## src/rtl/fetch_unit.sv

```systemverilog
// Instruction-fetch stage: owns the PC, keeps a single instruction-memory
// request in flight, and hands instruction/PC pairs to decode over a
// valid/ready handshake. A redirect from the branch stage reloads the PC
// and kills whatever fetch is outstanding or held.
module fetch_unit #(
  parameter logic [31:0] RESET_PC  = 32'h0000_0000,
  parameter logic [31:0] NOP_INSTR = 32'h0000_0013
) (
  input  logic        clk,
  input  logic        rst,
  input  logic        redirect,
  input  logic [31:0] new_pc,
  output logic        imem_req,
  output logic [31:0] imem_addr,
  input  logic        imem_gnt,
  input  logic        imem_rvalid,
  input  logic [31:0] imem_rdata,
  output logic        if_valid,
  input  logic        if_ready,
  output logic [31:0] if_pc,
  output logic [31:0] if_instr,
  output logic        if_misaligned
);

  typedef enum logic [1:0] {
    IDLE = 2'd0,
    REQ  = 2'd1,
    WAIT = 2'd2,
    HOLD = 2'd3
  } state_t;

  state_t      state_q, state_d;
  logic [31:0] pc_q, pc_d;
  // Set when the request in flight belongs to a killed path; its rvalid
  // must be swallowed rather than delivered.
  logic        discard_q, discard_d;
  logic [31:0] if_pc_q, if_pc_d;
  logic [31:0] if_instr_q, if_instr_d;
  logic        if_mis_q, if_mis_d;

  // Memory sees a word-aligned address; the low PC bits only feed the
  // misalignment flag.
  assign imem_req      = (state_q == REQ);
  assign imem_addr     = {pc_q[31:2], 2'b00};
  assign if_valid      = (state_q == HOLD);
  assign if_pc         = if_pc_q;
  assign if_instr      = if_instr_q;
  assign if_misaligned = if_mis_q;

  // Next-state and datapath updates; redirect always wins over progress.
  always_comb begin
    state_d    = state_q;
    pc_d       = pc_q;
    discard_d  = discard_q;
    if_pc_d    = if_pc_q;
    if_instr_d = if_instr_q;
    if_mis_d   = if_mis_q;
    case (state_q)
      IDLE: begin
        state_d = REQ;
        if (redirect) pc_d = new_pc;
      end
      REQ: begin
        if (imem_gnt) begin
          state_d   = WAIT;
          // A grant coinciding with a redirect fetched the old PC.
          discard_d = redirect;
        end
        if (redirect) pc_d = new_pc;
      end
      WAIT: begin
        if (imem_rvalid) begin
          if (discard_q || redirect) begin
            state_d   = REQ;
            discard_d = 1'b0;
            if (redirect) pc_d = new_pc;
          end else begin
            state_d    = HOLD;
            if_instr_d = imem_rdata;
            if_pc_d    = pc_q;
            if_mis_d   = (pc_q[1:0] != 2'b00);
          end
        end else if (redirect) begin
          // Still owe the memory one rvalid; remember to drop it.
          pc_d      = new_pc;
          discard_d = 1'b1;
        end
      end
      HOLD: begin
        if (redirect) begin
          state_d    = REQ;
          pc_d       = new_pc;
          if_instr_d = NOP_INSTR;
          if_mis_d   = 1'b0;
        end else if (if_ready) begin
          state_d    = REQ;
          pc_d       = pc_q + 32'd4;
          if_instr_d = NOP_INSTR;
          if_mis_d   = 1'b0;
        end
      end
      default: state_d = IDLE;
    endcase
  end

  // State registers with synchronous reset.
  always_ff @(posedge clk) begin
    if (rst) begin
      state_q    <= IDLE;
      pc_q       <= RESET_PC;
      discard_q  <= 1'b0;
      if_pc_q    <= RESET_PC;
      if_instr_q <= NOP_INSTR;
      if_mis_q   <= 1'b0;
    end else begin
      state_q    <= state_d;
      pc_q       <= pc_d;
      discard_q  <= discard_d;
      if_pc_q    <= if_pc_d;
      if_instr_q <= if_instr_d;
      if_mis_q   <= if_mis_d;
    end
  end

endmodule
```

## config.mk

```make
export PLATFORM = sky130hd
export DESIGN_NAME = fetch_unit
export DESIGN_NICKNAME = d
export VERILOG_FILES = /design/src/rtl/fetch_unit.sv
export SDC_FILE = /design/constraint.sdc
export NUM_CORES = 1
export LEC_CHECK = 0
export ABC_AREA = 1
export BUFFER_PORTS_ARGS = -buffer_cell sky130_fd_sc_hd__buf_4
export CAP_MARGIN = 20
export CELL_PAD_IN_SITES_DETAIL_PLACEMENT = 1
export CELL_PAD_IN_SITES_GLOBAL_PLACEMENT = 2
export CORE_UTILIZATION = 26
export DETAILED_ROUTE_END_ITERATION = 8
export PLACE_DENSITY = 0.81
export SETUP_SLACK_MARGIN = 0.05
export SYNTH_ARGS = -nofsm -noshare
export SYNTH_HDL_FRONTEND = slang
export SYNTH_SLANG_ARGS = --single-unit
```

## constraint.sdc

```tcl
create_clock -name clk -period 1.7 [get_ports clk]
set_input_delay 0 -clock clk [delete_from_list [all_inputs] [get_ports clk]]
set_output_delay 0 -clock clk [all_outputs]
set_load 0.005 [all_outputs]
```

==> results_dict.tcl, run 1 <==
set metrics [dict create \
    cts_tree "done" \
    port_buffers 166 \
    drc 0 \
    num_rows 50 \
    clock-sinks 100 \
    crit_type "reg2reg" \
    design.core.area_sq_um 18900 \
    worstPathArrival_ns 1.89 \
    hold_viol_final 0 \
    endpoint_kind "flop" \
    initial_core_util_pct 26.8 \
    dpl_cell_area_sq_um 6660 \
    drv_cap 0 \
    grt_max_degree 73 \
    gr-total-overflow 0 \
    fin_hold_ws_ns 0.0311 \
    powerDensity_nw_per_um2 815 \
    die_h_um 142 \
    final_common_cell "buf_4" \
    netlist_top_cells_area "dfxtp_1 40%, nand2_1 15%, a21oi_1 9.2%" \
    slew_violations 0 \
    nFillCells 2364 \
    p_total_mw 6.45 \
    tightestPinTransition_ns 0.882 \
    clk_pin_slew_ns 0.08 \
    antenna_cells 0 \
    synthDistinctLibCells 35 \
    endpoint "if_instr[1]" \
    utilization_pct 41.8 \
    dr.pass1.iters 4 \
    setup_tns_ns 0 \
    fin_skew_ns 0.00833 \
    syn-cell-area_sq_um 5060 \
    die_area_sq_um 20000 \
    relSlewSlack_pct 41.2 \
    wl_mm 20.0 \
    final_cell_mix "218 x buf_4, 203 x nand2_1, 93 x dfxtp_1" \
    area_delta_synth_final_pct 56.1 \
    min_period_over_period_pct 96.5 \
    r2r_slack_ns 0.06 \
    syn_area_per_cell_sq_um 6.79 \
    r2r_start "state_q[0]" \
    hpwl_mm 13.3 \
    post_drt_via_cell_ratio 4.55 \
    p_leak_nw 3.29 \
    synth_seq_area_share_pct 39.5 \
    ir_drop_uv 443 \
    synth_top_area_share_pct 39.5 \
    critical_path.max_fanout 18 \
    place_congestion 0.792 \
    grt_pass1_wl_mm 29.3 \
    root_buffer "clkbuf_16" \
    final_area_sq_um 7910 \
    track_usage_pct 18.8 \
    die_width_um 142 \
    vias 5624 \
    ys_ff_latch 100 \
    worstSetupStartpoint "state_q[0]" \
    cp.required_ns 1.95 \
    grt_pass1_vias 5515 \
    antenna_found_initial 0 \
    setup-violations-final 0 \
    drt_iter0_markers 203 \
    nNetsFinal 1045 \
    outcome "finished, final reports clean" \
    startpoint_type "flop" \
    final_layout_size_suffix_gt1_share_pct 32.9 \
    clk_latency_ns 0.36 \
    hold_class "in2reg" \
    r2r_cells 8 \
    cts_buffer_depth 2 \
    postSynthCellCount 746 \
    io_pins 169 \
    synth_warnings 0 \
    h-tree-depth 3 \
    fin_crit_ns 1.64 \
    cts_buffers 9 \
    ant_nets 0 \
    rsz0062_at_grt "yes" \
    fmax_mhz 609 \
    yosysTopAreaCell "dfxtp_1" \
    rr_endpoint "if_instr[1]" \
    wire_per_inst_um 16.2 \
]
synth_stat cells, drive strengths merged:
master,number
nand3,59
nor3b,1
o22ai,1
ha,4
conb,1
xor2,2
dfxtp,100
nand4,1
clkbuf,11
a211oi,5
and2,1
a21oi,93
nor2,96
buf,58
inv,42
o21ai,49
nor3,3
o211ai,2
o21bai,1
a31oi,2
or2,3
nand2,211
worst min-delay path by stage:
stage                              to     startpoint  slack [ns]  depth (start not counted)
final                        pc_q[12]     new_pc[12]        0.03                          4
after floorplan           if_instr[0]  imem_rdata[0]        0.13                          2
after detailed placement  if_instr[1]  imem_rdata[1]        0.23                          3
after global placement    if_instr[4]  imem_rdata[4]        0.23                          3
after global routing         pc_q[12]     new_pc[12]        0.06                          4
after CTS                    pc_q[14]     new_pc[14]       0.008                          5
worst max-delay path, cell delays in order (launching register included):
cell and delay (ns):
dfxtp_2 0.37, ha_2 0.19, inv_2 0.06, buf_4 0.13, o21ai_2 0.26, nand2_8 0.13
buf_12 0.18, a21oi_1 0.14, nand2_1 0.07
state kept, by name, summed over array words and instances, names as in the netlist:
name           count
if_instr          32
if_pc             32
pc_q              32
state_q            2
discard_q          1
if_misaligned      1
repair_timing:
| item | CTS | global route |
|---|---|---|
| endpoints found under the hold margin | 43 | 0 |
| gates resized for setup | 13 | 73 |
| pin swaps | 3 | 10 |
| hold buffers | 44 | 0 |
| endpoints found under the setup margin | 44 | 89 |
| gates cloned | 0 | 8 |
| setup buffers | 0 | 9 |
kinds of logic (layout without fill, tap and decap cells):
logic type	count (synthesis)	count (layout)	share of synthesized area (%)
fa+ha+maj	4	4	0.988
xor+xnor	2	2	0.346
buf+inv	111	340	12.5
flops	100	100	39.5
other cells	1	2	0.0740
compound gates	153	153	15.7
simple gates	375	375	30.9
final cells by class:
type	count	area [sq um]	share of cell area, %
Inverter	42	193	2.44
Timing Repair Buffer	281	2470	31.2
Multi-Input combinational cell	536	2600	32.9
Clock inverter	7	66.3	0.839
Timing Repair inverter	1	8.76	0.111
Clock buffer	9	225	2.85
Sequential cell	100	2020	25.5
Tap cell	260	325	4.11
power by group:
part           total [mW]  switching (mW)  internal (mW)
sequential           2.68           0.150           2.53
clock                2.10            1.06           1.04
combinational        1.66           0.825          0.839
total                6.45            2.04           4.41
through the flow:
step	setup WS, ns	instances
final	0.0588	1236
after floorplan	0.156	747
after global routing	-0.0197	1236
after detailed placement	-0.0174	1159
after global placement	0.0463	1159
after CTS	0.0596	1219
layer usage:
layer  track usage, %  routed length (um)  vias to the layer above
met5                0                   0                        -
met4             6.23                 270                        0
met3             2.87                 796                       18
met2             31.0                9350                      129
met1             24.9                9580                     2646
li1                 -                   -                     2831
Power figures use the tool's default switching activity.
==> run 2: changes to the inputs <==
--- a/config.mk
+++ b/config.mk
@@ -8,11 +8,9 @@
 export ABC_AREA = 1
 export BUFFER_PORTS_ARGS = -buffer_cell sky130_fd_sc_hd__buf_4
 export CAP_MARGIN = 20
-export CELL_PAD_IN_SITES_DETAIL_PLACEMENT = 1
-export CELL_PAD_IN_SITES_GLOBAL_PLACEMENT = 2
-export CORE_UTILIZATION = 26
+export CORE_UTILIZATION = 51
 export DETAILED_ROUTE_END_ITERATION = 8
-export PLACE_DENSITY = 0.81
+export PLACE_DENSITY = 0.83
 export SETUP_SLACK_MARGIN = 0.05
 export SYNTH_ARGS = -nofsm -noshare
 export SYNTH_HDL_FRONTEND = slang
==> run 2 against run 1 <==
Effect of this change:
- critical path depth increased by 2
- sequential share of layout area rose by 2.4 points
- maximum frequency down 2.9%
- total power is 9.4% lower
- design area fell by 8.8%
- largest cell class unchanged
- worst setup slack worse by 0.049 ns
- via count grew 4.7%
- clock skew grew 0.014 ns
- register-to-register slack lost 0.05 ns
- die area decreased by 48%
- non-clock buffer count is 35 lower
- routed wire length decreased by 11%
==> results_dict.tcl, run 2 (same netlist as run 1, synthesis figures left out) <==
set metrics [dict create \
    outcome "finished, final reports clean" \
    hold_viol_final 0 \
    clock-sinks 100 \
    final_layout_size_suffix_gt1_share_pct 28.0 \
    cp.required_ns 1.99 \
    place_congestion 0.905 \
    fin_hold_ws_ns 0.0136 \
    p_total_mw 5.84 \
    r2r_cells 10 \
    endpoint_kind "flop" \
    powerDensity_nw_per_um2 810 \
    grt_pass1_vias 5185 \
    finish.cell_count_without_fillers 1076 \
    area_delta_synth_final_pct 42.4 \
    ir_drop_uv 647 \
    setup_tns_ns 0 \
    fmax_mhz 592 \
    worstPathArrival_ns 1.98 \
    hpwl_mm 10.2 \
    design.core.area_sq_um 9680 \
    die_area_sq_um 10300 \
    rsz0062_at_grt "yes" \
    worstSetupStartpoint "state_q[1]" \
    wire_per_inst_um 16.6 \
    fin_skew_ns 0.0225 \
    h-tree-depth 3 \
    p_leak_nw 3.04 \
    grt_max_degree 53 \
    ant_nets 0 \
    relSlewSlack_pct 47.7 \
    grt_pass1_wl_mm 24.5 \
    crit_type "reg2reg" \
    slew_violations 0 \
    cts_buffer_depth 2 \
    vias 5891 \
    nNetsFinal 1012 \
    clk_pin_slew_ns 0.12 \
    dr.pass1.iters 8 \
    fin_crit_ns 1.69 \
    final_area_sq_um 7210 \
    post_drt_via_cell_ratio 5.47 \
    hold_class "in2reg" \
    critical_path.max_fanout 16 \
    dpl_cell_area_sq_um 6240 \
    cts_buffers 9 \
    initial_core_util_pct 52.3 \
    num_rows 36 \
    dp.cells 1001 \
    utilization_pct 74.5 \
    setup-violations-final 0 \
    min_from "new_pc[10]" \
    clk_latency_ns 0.38 \
    cts_tree "done" \
    die_h_um 102 \
    root_buffer "clkbuf_8" \
    tightestPinTransition_ns 0.784 \
    track_usage_pct 30.0 \
    drc 0 \
    drt_iter0_markers 329 \
    drv_cap 0 \
    min_path_cells 5 \
    r2r_start "state_q[1]" \
    setup_slack_ns 0.00964 \
    startpoint_type "flop" \
    place_ws_ns -0.00294 \
    wl_mm 17.9 \
    antenna_cells 0 \
    port_buffers 166 \
    final_common_cell "nand2_1" \
    gr-total-overflow 0 \
    io_pins 169 \
    final_cell_mix "203 x nand2_1, 191 x buf_4, 93 x dfxtp_1" \
    min_period_over_period_pct 99.4 \
    antenna_found_initial 0 \
    die_width_um 102 \
]
[run 2: cell count changes in the layout (fill, tap and decap cells not counted), moves of 10 or more]
| cell | previous run | this run |
|---|---|---|
| buf_4 | 218 | 191 |
| o21ai_0 | 26 | 39 |
| clkbuf_16 | 15 | 3 |
| nor2_2 | 18 | 7 |
| nor2_1 | 74 | 84 |
[run 2: report_power, final]
group          leakage (nW)  internal [mW]  switching, mW
Combinational          2.13          0.729          0.794
Clock                0.0946          0.698          0.906
Sequential            0.819           2.53          0.181
[run 2: per-layer routing]
metal,vias up,global-route usage (%),share of wire [%]
met5,-,0,0
met2,338,52.4,48
met1,2706,35.3,39
li1,2768,-,-
met4,0,13.5,4.3
met3,79,6.35,8.5
[run 2: path summary, 6_finish.rpt]
path	end	slack (ns)
setup reg to reg	if_instr[30]	0.01
hold / removal	pc_q[10]	0.01
setup / recovery	if_instr[30]	0.01
hold reg to reg	if_pc[7]	0.47
[run 2: what timing repair did]
action                     in CTS  in global routing
gates cloned                    0                  6
gates resized for setup         4                 38
setup endpoints to repair      19                 72
pin swaps                       0                  5
buffers inserted                0                  6
hold endpoints to repair       44                  9
hold buffers                   45                  2
[run 2: final cells by class]
type,instances,area (sq um)
Clock buffer,10,128
Inverter,42,186
Sequential cell,100,2010
Timing Repair inverter,3,26.3
Timing Repair Buffer,246,2070
Multi-Input combinational cell,536,2550
Fill cell,681,2470
Tap cell,133,166
Clock inverter,6,73.8
[run 2: worst max-delay path: stages (launching register included)]
cell and delay, ns:
dfxtp_2 0.42, ha_4 0.16, inv_2 0.06, nor2_4 0.10, nand2_2 0.09, nand2_1 0.09
inv_2 0.07, nand2_8 0.12, buf_12 0.16, nand2_1 0.09, a21oi_1 0.24
